## config.mk

```make
export PLATFORM = sky130hd
export DESIGN_NAME = fetch_unit_flat
export DESIGN_NICKNAME = d
export VERILOG_FILES = /design/src/rtl/fetch_unit_if.sv /design/src/rtl/fetch_unit.sv /design/src/flat_wrapper.sv
export SDC_FILE = /design/constraint.sdc
export NUM_CORES = 1
export LEC_CHECK = 0
export CAP_MARGIN = 25
export CORE_ASPECT_RATIO = 0.6
export CORE_UTILIZATION = 50
export DETAILED_ROUTE_END_ITERATION = 8
export GPL_ROUTABILITY_DRIVEN = 0
export HOLD_SLACK_MARGIN = 0.12
export PLACE_DENSITY = 0.95
export SYNTH_ARGS = -nofsm -noshare
export SYNTH_HDL_FRONTEND = slang
export SYNTH_SLANG_ARGS = --single-unit
```

## constraint.sdc

```tcl
create_clock -name clk -period 6.67 [get_ports clk]
set_input_delay 1.6675 -clock clk [delete_from_list [all_inputs] [get_ports clk]]
set_output_delay 1.6675 -clock clk [all_outputs]
set_load 0.005 [all_outputs]
```

## src/rtl/fetch_unit_if.sv

```systemverilog
// Instruction-memory request/response bus between the fetch unit (master)
// and the instruction memory (slave).
interface fetch_unit_if;
  logic        req;
  logic [31:0] addr;
  logic        gnt;
  logic        rvalid;
  logic [31:0] rdata;

  modport master (output req, addr, input gnt, rvalid, rdata);
  modport slave  (input req, addr, output gnt, rvalid, rdata);
endinterface

```

## src/rtl/fetch_unit.sv

```systemverilog
// Pipeline front end: PC, IF/ID register and a one-deep fetch buffer so that
// stalls neither drop nor repeat instructions; chains requests for 1 instr/cycle.
module fetch_unit #(
  parameter logic [31:0] RESET_PC  = 32'h0000_0000,
  parameter logic [31:0] NOP_INSTR = 32'h0000_0013
) (
  input  logic               clk,
  input  logic               rst_n,
  input  logic               fe_enable,
  input  logic               ifid_clear,
  input  logic               redirect_valid,
  input  logic [31:0]        redirect_pc,
  fetch_unit_if.master       imem,
  output logic               ifid_valid,
  output logic [31:0]        ifid_pc,
  output logic [31:0]        ifid_instr
);

  typedef enum logic [1:0] {S_IDLE, S_WAIT, S_HOLD} state_e;

  state_e      state_q, state_d;
  logic [31:0] fetch_pc_q, fetch_pc_d;
  logic [31:0] buf_q, buf_d;
  logic [2:0]  stale_q, stale_d;
  logic        ifid_valid_q, ifid_valid_d;
  logic [31:0] ifid_pc_q, ifid_pc_d;
  logic [31:0] ifid_instr_q, ifid_instr_d;

  logic        take, rsp_live, bubble, load;
  logic        req_d;
  logic [31:0] addr_d, pc_inc, load_word;

  always_comb begin
    take      = fe_enable & ~ifid_clear & ~redirect_valid;
    pc_inc    = fetch_pc_q + 32'd4;
    rsp_live  = imem.rvalid && (stale_q == 3'd0);

    state_d      = state_q;
    fetch_pc_d   = fetch_pc_q;
    buf_d        = buf_q;
    stale_d      = stale_q;
    ifid_valid_d = ifid_valid_q;
    ifid_pc_d    = ifid_pc_q;
    ifid_instr_d = ifid_instr_q;
    req_d        = 1'b0;
    addr_d       = fetch_pc_q;
    bubble       = 1'b0;
    load         = 1'b0;
    load_word    = buf_q;

    // Responses are in order, so any rvalid while stale responses are owed is one of them.
    if (imem.rvalid && (stale_q != 3'd0))
      stale_d = stale_q - 3'd1;

    if (redirect_valid) begin
      fetch_pc_d = redirect_pc & 32'hFFFF_FFFC;
      bubble     = 1'b1;
      state_d    = S_IDLE;
      if ((state_q == S_WAIT) && !rsp_live)
        stale_d = stale_d + 3'd1;
    end else begin
      case (state_q)
        S_IDLE: begin
          req_d = 1'b1;
          if (imem.gnt) state_d = S_WAIT;
          // Advancing with nothing fetched must not replay the old IF/ID entry.
          bubble = fe_enable | ifid_clear;
        end
        S_WAIT: begin
          if (rsp_live) begin
            if (take) begin
              load      = 1'b1;
              load_word = imem.rdata;
            end else begin
              buf_d   = imem.rdata;
              state_d = S_HOLD;
              bubble  = ifid_clear;
            end
          end else begin
            bubble = fe_enable | ifid_clear;
          end
        end
        S_HOLD: begin
          if (take) load = 1'b1;
          else      bubble = ifid_clear;
        end
        default: state_d = S_IDLE;
      endcase
    end

    if (bubble) begin
      ifid_valid_d = 1'b0;
      ifid_pc_d    = 32'h0;
      ifid_instr_d = NOP_INSTR;
    end

    // Consuming an instruction chains the next request in the same cycle.
    if (load) begin
      ifid_valid_d = 1'b1;
      ifid_pc_d    = fetch_pc_q;
      ifid_instr_d = load_word;
      fetch_pc_d   = pc_inc;
      req_d        = 1'b1;
      addr_d       = pc_inc;
      state_d      = imem.gnt ? S_WAIT : S_IDLE;
    end
  end

  always_ff @(posedge clk) begin
    if (!rst_n) begin
      state_q      <= S_IDLE;
      fetch_pc_q   <= RESET_PC;
      buf_q        <= NOP_INSTR;
      stale_q      <= 3'd0;
      ifid_valid_q <= 1'b0;
      ifid_pc_q    <= 32'h0;
      ifid_instr_q <= NOP_INSTR;
    end else begin
      state_q      <= state_d;
      fetch_pc_q   <= fetch_pc_d;
      buf_q        <= buf_d;
      stale_q      <= stale_d;
      ifid_valid_q <= ifid_valid_d;
      ifid_pc_q    <= ifid_pc_d;
      ifid_instr_q <= ifid_instr_d;
    end
  end

  assign imem.req   = req_d & rst_n;
  assign imem.addr  = addr_d;
  assign ifid_valid = ifid_valid_q;
  assign ifid_pc    = ifid_pc_q;
  assign ifid_instr = ifid_instr_q;

  a_addr_stable: assert property (@(posedge clk) disable iff (!rst_n)
    imem.req && !imem.gnt |=> !imem.req || $stable(imem.addr));
  a_hold_no_req: assert property (@(posedge clk) disable iff (!rst_n)
    (state_q == S_HOLD) && !take |-> !imem.req);

endmodule
```

## src/flat_wrapper.sv

```systemverilog
// flat-port wrapper written by rule: the top's interface ports become plain ports
module fetch_unit_flat 
#(
  parameter logic [31:0] RESET_PC  = 32'h0000_0000,
  parameter logic [31:0] NOP_INSTR = 32'h0000_0013
)
  (clk, rst_n, fe_enable, ifid_clear, redirect_valid, redirect_pc, ifid_valid, ifid_pc, ifid_instr, imem_req, imem_addr, imem_gnt, imem_rvalid, imem_rdata);
  fetch_unit_if imem_i ();
  input  logic clk;
  input  logic rst_n;
  input  logic fe_enable;
  input  logic ifid_clear;
  input  logic redirect_valid;
  input  logic [31:0] redirect_pc;
  output logic ifid_valid;
  output logic [31:0] ifid_pc;
  output logic [31:0] ifid_instr;
  output wire logic [$bits(imem_i.req)-1:0] imem_req;
  output wire logic [$bits(imem_i.addr)-1:0] imem_addr;
  input wire logic [$bits(imem_i.gnt)-1:0] imem_gnt;
  input wire logic [$bits(imem_i.rvalid)-1:0] imem_rvalid;
  input wire logic [$bits(imem_i.rdata)-1:0] imem_rdata;
  assign imem_req = imem_i.req;
  assign imem_addr = imem_i.addr;
  assign imem_i.gnt = imem_gnt;
  assign imem_i.rvalid = imem_rvalid;
  assign imem_i.rdata = imem_rdata;
  fetch_unit #(.RESET_PC(RESET_PC), .NOP_INSTR(NOP_INSTR)) u_core (.clk(clk), .rst_n(rst_n), .fe_enable(fe_enable), .ifid_clear(ifid_clear), .redirect_valid(redirect_valid), .redirect_pc(redirect_pc), .imem(imem_i), .ifid_valid(ifid_valid), .ifid_pc(ifid_pc), .ifid_instr(ifid_instr));
endmodule
```

Word-level counts from Yosys, hierarchy flattened
Index checks and enable logic that the tools add are counted.
Cells by class
  multiplexer cells: 34
  reductions and logical operators: 11
  add/sub/neg operators: 3
  bitwise logic cells: 7
  equal/unequal tests: 6
Operator list (count)
  $mux W32: 11
  $add A32 B3 Y32 const B: 1
  $mux W1: 12
  $mux W2: 5
  $mux W3: 3
  $reduce_and A4 Y1: 2
  $pmux W2 S3: 1
  $ne A4 B2 Y1 const B: 1
  $ne A4 B3 Y1 const B: 1
  $ne A4 B4 Y1 const B: 1
  $reduce_bool A2 Y1: 2
  $add A3 B1 Y3 const B: 1
  $and A1 B1 Y1: 3
  $logic_and A1 B1 Y1: 3
  $logic_not A3 Y1: 1
  $ne A3 B2 Y1 const B: 1
  $not A1 Y1: 3
  $pmux W1 S3: 1
  $reduce_bool A3 Y1: 1
  $sub A3 B1 Y3 const B: 1
  $eq A2 B1 Y1 const B: 1
  $eq A2 B2 Y1 const B: 1
  $logic_not A2 Y1: 1
  $pmux W1 S2: 1
  other kinds (2): 2
Word-level totals
  output and inout bits: 98
  word-level logic and storage cells: 68
  input port bits: 71
  flip-flop bits (word level): 134

Longest topological paths before layout
Gate-level depths: netlist of run 1.
  word-level depth: 9
  gate-level depth with buffers: 10
  gate-level depth less buffers: 10

Worst setup path after synthesis of run 1
Ideal clock, no wire load.
  path kind: input-to-output
  start point: input port redirect_valid
  end point: output port imem_addr[31]
  setup slack: 1882 ps
  required time: 5003 ps
  buffers on the path: 2
  arrival: 3120 ps
  stages on the path: 8
  cells stage by stage: buf_2 > and4bb_2 > o21ai_4 > inv_2 > nand3_1 > clkbuf_1 > or3_1 > xnor2_1
On the way
  word-level cells in the longest chain between the ends: 7
Ends and longest elaborated chain
  start: declaration: RTL line flat_wrapper.sv:13  | input logic redirect_valid;
  $not A1 Y1 (no source line)
  $and A1 B1 Y1: RTL line fetch_unit.sv:34  | take = fe_enable & ~ifid_clear & ~redirect_valid;
  $mux W1: RTL line fetch_unit.sv:71, fetch_unit.sv:84
  $mux W1: RTL line fetch_unit.sv:70  | if (rsp_live) begin
  $pmux W1 S2: RTL line fetch_unit.sv:62  | case (state_q)
  $mux W1 *: RTL line fetch_unit.sv:55  | if (redirect_valid) begin
  $mux W32 *: RTL line fetch_unit.sv:98  | if (load) begin
  end: declaration: RTL line flat_wrapper.sv:19  | output wire logic [$bits(imem_i.addr)-1:0] imem_addr;
Every way passes the cells marked *; elsewhere a longest branch is shown, timed or not.

Final worst setup path of run 1
  start point: input port imem_rvalid
  end point: output port imem_addr[26]
On the way
  word-level cells in the longest chain between the ends: 5
Ends and longest elaborated chain
  start: declaration: RTL line flat_wrapper.sv:21  | input wire logic [$bits(imem_i.rvalid)-1:0] imem_rvalid;
  $logic_and A1 B1 Y1: RTL line fetch_unit.sv:36  | rsp_live = imem.rvalid && (stale_q == 3'd0);
  $mux W1: RTL line fetch_unit.sv:70
  $pmux W1 S2: RTL line fetch_unit.sv:62
  $mux W1: RTL line fetch_unit.sv:55
  $mux W32: RTL line fetch_unit.sv:98
Every way passes these cells.

==> results of run 1 <==
-- per-layer routing --
metal	vias up	wire length, µm	track usage [%]
li1	2803	-	-
met1	2768	7873	39.12
met2	282	7867	44.88
met3	29	1560	6.542
met4	0	275	10.44
met5	-	0	2.429
-- Yosys cell counts, drive strengths merged (2+ instances only) --
master / n
or2: 2
inv: 16
and3: 10
a21oi: 51
a221oi: 5
nor2: 33
o31a: 3
nand4: 8
nand3b: 2
clkbuf: 37
xor2: 6
o21ai: 61
or3: 8
o211ai: 6
nand2: 152
a31oi: 10
a22o: 24
a2bb2oi: 8
nor3: 6
mux2i: 32
nor4: 2
and4: 3
a211oi: 5
dfxtp: 131
o211a: 2
ha: 10
xnor2: 19
nand3: 19
o311a: 2
and2: 9
nor2b: 2
nor3b: 2
buf: 19
-- area by class of cell --
| type | instances | area, µm² | area share [%] |
|---|---|---|---|
| sequential | 131 | 2623 | 31.49 |
| multi-input combinational | 518 | 3060 | 36.75 |
| clock buffer | 17 | 425.4 | 5.108 |
| timing repair buffer | 179 | 1787 | 21.45 |
| antenna | 1 | 2.502 | 0.03005 |
| clock inverter | 15 | 170.2 | 2.043 |
| inverter | 16 | 60.06 | 0.7212 |
| tap | 160 | 200.2 | 2.404 |
-- state kept, by name, indices dropped and copies added, names as in the netlist --
signal / flops
u_core.ifid_pc: 31
u_core.buf_q: 32
u_core.stale_q: 3
u_core.fetch_pc_q: 30
u_core.ifid_instr: 32
u_core.state_q: 2
u_core.ifid_valid: 1
-- power by group --
part	internal, mW	switching, mW	total [mW]
clock network	0.560	0.373	0.933
logic	0.128	0.132	0.260
registers	0.809	0.0301	0.839
total	1.50	0.535	2.03
-- cell families (layout without fill, tap and decap cells) --
family	after synthesis	in the layout	synth area share [%]
AND/OR/NAND/NOR	262	262	19.44
AO/OA/AOI/OAI	187	187	20.21
flip-flops	131	131	43.62
buffers and inverters	72	227	5.619
multiplexers	32	32	5.328
XOR/XNOR	25	25	3.642
adder cells (fa/ha/maj)	10	10	2.081
other	1	3	0.06238
-- worst max-delay path by stage --
stage / from / to / cells after the start
after floorplan: redirect_valid / imem_addr[31] / 8
after global placement: imem_rvalid / imem_addr[26] / 8
after detailed placement: imem_rvalid / imem_addr[26] / 8
after CTS: imem_rvalid / imem_addr[26] / 8
after global routing: imem_rvalid / imem_addr[26] / 8
final: imem_rvalid / imem_addr[26] / 8
==> impl_results.md, run 1 <==
- Fillcell total: 867
- Leakage power total: 3.259 nW
- Final count of hold timing violations: 0
- HP Class: register to register
- Synth Area per Inst: 8.350 µm²
- Layout Utilization: 72.51%
- WP data arrival: 4.48 ns
- Share of layout cells above drive strength 1: 6.393%
- Reg-to-reg startpoint: u_core.state_q[1]
- WS Path Type: input port to output pin
- Yosys warning count: 0
- Final Non-Filler Cells: 1037
- Place WS: 0.5708 ns
- Die Wd: 143.6 µm
- Peak supply drop: 0.1982 mV
- Ys async rst share: 0%
- Synth-to-Final Area Change: 38.52%
- Final wirelength: 17.58 mm
- Worst setup EP type: output pin
- Num ports: 169
- Number of synthesized flops with an enable pin: 0
- Pwr Density: 243.9 mW/mm²
- Post-route cell area: 0.008328 mm²
- Hold path start: u_core.fetch_pc_q[30]
- CP max FO: 13
- Initial Util: 52.34%
- Final min period: 6.146 ns
- Slowest-stage cell, CP: clkdlybuf4s50_1
- Max-slew violations: 0
- Post-DP HPWL: 11.88 mm
- Initial antenna violation count: 1
- Startpoint Class: input port
- Worst setup margin: 0.5239 ns
- Max-cap viol count: 0
- Port Buffers: 164
- Commonest non-fill, non-tap cell in the layout: clkdlybuf4s50_1
- Measured slew at the worst slew-check pin: 0.6583 ns
- Crit path cell chain: clkdlybuf4s50_1, and4b_1, o21ai_4, inv_2, nand3_1, or3_1, nand2_1, clkdlybuf4s50_1
- Die ar.: 0.01248 mm²
- R2R Setup Slk: 3.92 ns
- Ys flop type: dfxtp_1
- Grt ovf: 0
- Overall power: 2.031 mW
- RSZ-0062 raised after global routing: false
- Mapped Area: 0.006012 mm²
- Root Buffer: clkbuf_16
- Hold_ws: 0.4397 ns
- Clock-pin slew on the worst setup and hold paths: 0.06 ns
- WL per Instance: 16.95 µm
- Clk sinks: 131
- Most frequent cells in the layout: clkdlybuf4s50_1, nand2_1, dfxtp_1
- Post_cts resized: 0
- CTS tree: built
- CP dominant cell by count: clkdlybuf4s50_1
- Synthesized instance count: 720
- F_max: 162.7 MHz
- Area post-placement: 0.007730 mm²
- Post-synth top area cell: dfxtp_1
- Yosys top cell area share: 43.62%
- Skew-Pair Late Insertion Delay: 0.41 ns
- Post CTS Setup Buffer Count: 0
- Routed via count: 5882
- CP max stage delay: 0.54 ns
- Hold_buf cts: 0
- Fin Clk Skew: 0.009107 ns
- Placed instance count: 1004
- First-pass GRT wire length: 27.59 mm
- Vias/cell: 5.672
- Reg2reg end: u_core.fetch_pc_q[31]
- Rel. slew slack: 56.11%
- Largest delay share family, worst path: simple AND/OR/NAND/NOR gates
- Vias in the first global route: 5541
- Router iterations before antenna repair: 5
- Clock H-tree levels: 4
- Endpoints failing setup: 0
- Post-route ant nets: 0
- Core ar.: 0.01149 mm²
- DRT iter0 DRCs: 497
- Clk buf depth: 2
- Final worst path period share: 92.15%
- Worst reg-to-reg path cell count: 9
- DRC viols: 0
- # rows: 30
- Status: complete, no violations
- Buf/Inv on CP: 3
- Nets: 944
- Hold path cells: 1
- Register area share after synthesis: 43.62%
- Hold EP: u_core.fetch_pc_q[30]
- Die height: 86.94 µm
- Total GRT Usage: 28.84%
- Ranking of synthesized cells by area: dfxtp_1, nand2_1, mux2i_1, o21ai_0, a21oi_1
- Seq cells post-synth: 131
- Num CTS Buffers: 17
- Largest net degree at the start of global routing: 55
- Req. time, crit path: 5.00 ns
- Unique masters post-synth: 55
- Setup_tns: 0 ns
No activity file was read; power rests on OpenSTA's default activity.
==> run 2: changes to the inputs <==
--- a/config.mk
+++ b/config.mk
@@ -5,7 +5,6 @@
 export SDC_FILE = /design/constraint.sdc
 export NUM_CORES = 1
 export LEC_CHECK = 0
-export CAP_MARGIN = 25
 export CORE_ASPECT_RATIO = 0.6
 export CORE_UTILIZATION = 50
 export DETAILED_ROUTE_END_ITERATION = 8
==> impl_results.md, run 2 (synthesis gave the netlist of run 1 again) <==
- Peak supply drop: 0.1969 mV
- Share of layout cells above drive strength 1: 6.071%
- Routed via count: 5867
- Clk sinks: 131
- Post-route cell area: 0.008318 mm²
- F_max: 161.2 MHz
- Post CTS Setup Buffer Count: 0
- Worst setup EP type: output pin
- Final min period: 6.202 ns
- Commonest non-fill, non-tap cell in the layout: clkdlybuf4s50_1
- Final wirelength: 17.48 mm
- Router iterations before antenna repair: 5
- Final count of hold timing violations: 0
- Root Buffer: clkbuf_16
- Area post-placement: 0.007675 mm²
- Leakage power total: 3.259 nW
- Setup_tns: 0 ns
- Skew-Pair Late Insertion Delay: 0.42 ns
- Req. time, crit path: 5.00 ns
- Port Buffers: 164
- Max-slew violations: 0
- Antenna fix cells: 0
- Initial antenna violation count: 0
- Nets: 941
- Core ar.: 0.01149 mm²
- Die Wd: 143.6 µm
- WP data arrival: 4.53 ns
- DRT iter0 DRCs: 520
- Most frequent cells in the layout: clkdlybuf4s50_1, nand2_1, dfxtp_1
- CP max FO: 13
- Die height: 86.94 µm
- Pwr Density: 253.6 mW/mm²
- CTS tree: built
- DRC viols: 0
- WS Path Type: input port to output pin
- Clock H-tree levels: 4
- Fin Clk Skew: 0.01205 ns
- Max-cap viol count: 0
- Largest net degree at the start of global routing: 55
- Rel. slew slack: 21.81%
- Post-DP HPWL: 11.74 mm
- # rows: 30
- Total GRT Usage: 28.59%
- Grt ovf: 0
- Vias in the first global route: 5468
- WL per Instance: 16.92 µm
- Num ports: 169
- Endpoints failing setup: 0
- Status: complete, no violations
- Startpoint Class: input port
- RSZ-0062 raised after global routing: false
- Post_cts resized: 0
- Overall power: 2.109 mW
- Final worst path period share: 92.99%
- Hold_buf cts: 0
- Measured slew at the worst slew-check pin: 1.169 ns
- Num CTS Buffers: 17
- Initial Util: 52.34%
- HP Class: register to register
- Clk buf depth: 2
- Die ar.: 0.01248 mm²
- Hold_ws: 0.4460 ns
- Synth-to-Final Area Change: 38.36%
- Clock-pin slew on the worst setup and hold paths: 0.06 ns
- First-pass GRT wire length: 27.42 mm
- Post-route ant nets: 0
- Vias/cell: 5.680
## run 2: changes by cell type in the layout (fill, tap and decap cells not counted), sizes merged
cell | previous run | this run
clkinvlp | 3 | 1
bufinv | 2 | 4
buf | 15 | 12
diode | 1 | 0
## run 2: path summary, 6_finish.rpt
kind                                      startpoint              endpoint  slack, ns  cells after the start
worst max-delay path                     imem_rvalid         imem_addr[26]       0.47                      8
worst max register to register     u_core.state_q[1]  u_core.ifid_instr[4]       3.69                      6
worst min register to register  u_core.ifid_instr[3]  u_core.ifid_instr[3]       0.45                      2
worst min-delay path            u_core.ifid_instr[3]  u_core.ifid_instr[3]       0.45                      2
## run 2: final cells by class
class	instances	area, µm²
Tap cell	160	200.2
Multi-Input combinational cell	518	3060
Clock inverter	15	217.7
Timing Repair Buffer	176	1732
Clock buffer	17	425.4
Inverter	16	60.06
Sequential cell	131	2623
Fill cell	849	3168
## run 2: metrics by stage
stage	utilization (%)	cells	setup WS [ns]
after floorplan	-	721	1.882
after global placement	66.82	1001	0.6107
after detailed placement	66.82	1001	0.5606
after CTS	72.42	1033	0.5244
after global routing	72.42	1033	0.3704
final	72.42	1033	0.4675
## run 2: layer usage
metal  vias up  global-route usage, %  part of all wire (%)
met4         0                  10.15                   2.0
met5         -                      0                     0
met3        31                  7.477                   9.8
li1       2803                      -                     -
met2       307                  44.13                    43
met1      2726                  38.71                    45
## run 2: power by group
part,internal (mW),total (mW),switching (mW)
sequential,0.809,0.838,0.0291
clock,0.637,1.01,0.377
combinational,0.126,0.257,0.131
total,1.57,2.11,0.537
## run 2: critical path, stage by stage
cell and delay, ns:
clkdlybuf4s50_1 0.55, and4b_1 0.46, o21ai_4 0.08, inv_2 0.22, nand3_1 0.41, or3_1 0.51
nand2_1 0.11, clkdlybuf4s50_1 0.51
==> run 3: changes to the inputs <==
--- a/config.mk
+++ b/config.mk
@@ -11,6 +11,7 @@
 export GPL_ROUTABILITY_DRIVEN = 0
 export HOLD_SLACK_MARGIN = 0.12
 export PLACE_DENSITY = 0.95
+export SLEW_MARGIN = 20
 export SYNTH_ARGS = -nofsm -noshare
 export SYNTH_HDL_FRONTEND = slang
 export SYNTH_SLANG_ARGS = --single-unit
==> impl_results.md, run 3 (synthesis gave the netlist of run 1 again) <==
- Hold path start: u_core.fetch_pc_q[30]
- Largest net degree at the start of global routing: 55
- Share of layout cells above drive strength 1: 6.300%
- DRT iter0 DRCs: 535
- Final wirelength: 17.45 mm
- Num CTS Buffers: 17
- Core ar.: 0.01149 mm²
- Post_cts resized: 0
- Router iterations before antenna repair: 5
- Vias in the first global route: 5468
- Die ar.: 0.01248 mm²
- Worst reg-to-reg path cell count: 6
- Num ports: 169
- Max-slew violations: 0
- Worst setup EP type: output pin
- Req. time, crit path: 5.00 ns
- Placed instance count: 1001
- Fin Clk Skew: 0.01152 ns
- # rows: 30
- Peak supply drop: 0.1975 mV
- Initial Util: 52.34%
- Most frequent cells in the layout: clkdlybuf4s50_1, nand2_1, dfxtp_1
- RSZ-0062 raised after global routing: false
- Endpoints failing setup: 0
- Clk buf depth: 2
- Rel. slew slack: 28.64%
- F_max: 160.7 MHz
- Grt ovf: 0
- Post CTS Setup Buffer Count: 0
- HP Class: register to register
- Commonest non-fill, non-tap cell in the layout: clkdlybuf4s50_1
- Final Non-Filler Cells: 1033
- CP dominant cell by count: clkdlybuf4s50_1
- Post-route ant nets: 0
- Port Buffers: 164
- Startpoint Class: input port
- R2R Setup Slk: 3.65 ns
- Clock H-tree levels: 4
- CP max FO: 13
- CTS tree: built
- Initial antenna violation count: 0
- Hold_buf cts: 0
- Hold_ws: 0.4357 ns
- Routed via count: 5871
- Clk sinks: 131
- Skew-Pair Late Insertion Delay: 0.42 ns
- Final count of hold timing violations: 0
- Layout Utilization: 72.46%
- Reg2reg end: u_core.ifid_instr[4]
- WP data arrival: 4.56 ns
- Clock-pin slew on the worst setup and hold paths: 0.06 ns
- Post-DP HPWL: 11.74 mm
- CP max stage delay: 0.54 ns
- Vias/cell: 5.683
- Crit path cell chain: clkdlybuf4s50_1, and4b_1, o21ai_4, inv_2, nand3_1, or3_1, nand2_1, clkdlybuf4s50_1
- Antenna fix cells: 0
- Reg-to-reg startpoint: u_core.state_q[1]
- First-pass GRT wire length: 27.42 mm
- WS Path Type: input port to output pin
- Hold path cells: 1
- Hold EP: u_core.fetch_pc_q[30]
- Final min period: 6.223 ns
- DRC viols: 0
- Die Wd: 143.6 µm
- Die height: 86.94 µm
- Root Buffer: clkbuf_16
- WL per Instance: 16.90 µm
- Measured slew at the worst slew-check pin: 1.069 ns
- Total GRT Usage: 28.59%
- Slowest-stage cell, CP: clkdlybuf4s50_1
- Leakage power total: 3.260 nW
- Pwr Density: 253.1 mW/mm²
- Setup_tns: 0 ns
- Synth-to-Final Area Change: 38.44%
- Final worst path period share: 93.29%
- Status: complete, no violations
- Max-cap viol count: 0
- Nets: 941
==> run 3: cell counts in the layout (fill, tap and decap cells not counted) <==
No cell type changed its count.
==> run 3: where the power goes <==
part	internal, mW	total [mW]	switching [mW]
sequential	0.809	0.838	0.0292
clock	0.637	1.01	0.375
combinational	0.126	0.257	0.131
==> run 3: area by class of cell <==
cell class                 instances  area (µm²)
fill                             848        3163
multi-input combinational        518        3065
sequential                       131        2623
timing repair buffer             176        1732
clock buffer                      17       425.4
clock inverter                    15       217.7
tap                              160       200.2
inverter                          16       60.06
==> run 3: worst max-delay path, delay by kind of cell <==
kind            cells  cell delay, ns
simple gates        4            1.52
compound gates      1            0.09
buf+inv             3            1.28
==> run 3: worst max-delay path by stage <==
stage	start	to	slack (ns)	cells after the start
global route	imem_rvalid	imem_addr[26]	0.34	8
detailed placement	imem_rvalid	imem_addr[26]	0.56	8
finish	imem_rvalid	imem_addr[26]	0.45	8
CTS	imem_rvalid	imem_addr[26]	0.52	8
global placement	imem_rvalid	imem_addr[26]	0.61	8
floorplan	redirect_valid	imem_addr[31]	1.88	8
==> run 3: metal layers <==
metal / track usage (%) / wire length [µm] / share of wire, %
met1: 38.71 / 7829 / 45
met2: 44.13 / 7623 / 44
met3: 7.477 / 1684 / 9.6
met4: 10.15 / 317 / 1.8
met5: 0 / 0 / 0
==> run 3: through the flow <==
step | total power, mW | worst slack (ns) | cell area (µm²)
3_3_place_gp | 1.096 | 0.6107 | 7675
4_1_cts | 2.116 | 0.5244 | 8318
5_1_grt | 2.184 | 0.3424 | 8323
6_report | 2.107 | 0.4474 | 8323
2_1_floorplan | 1.000 | 1.882 | 6016
3_5_place_dp | 1.106 | 0.5606 | 7675
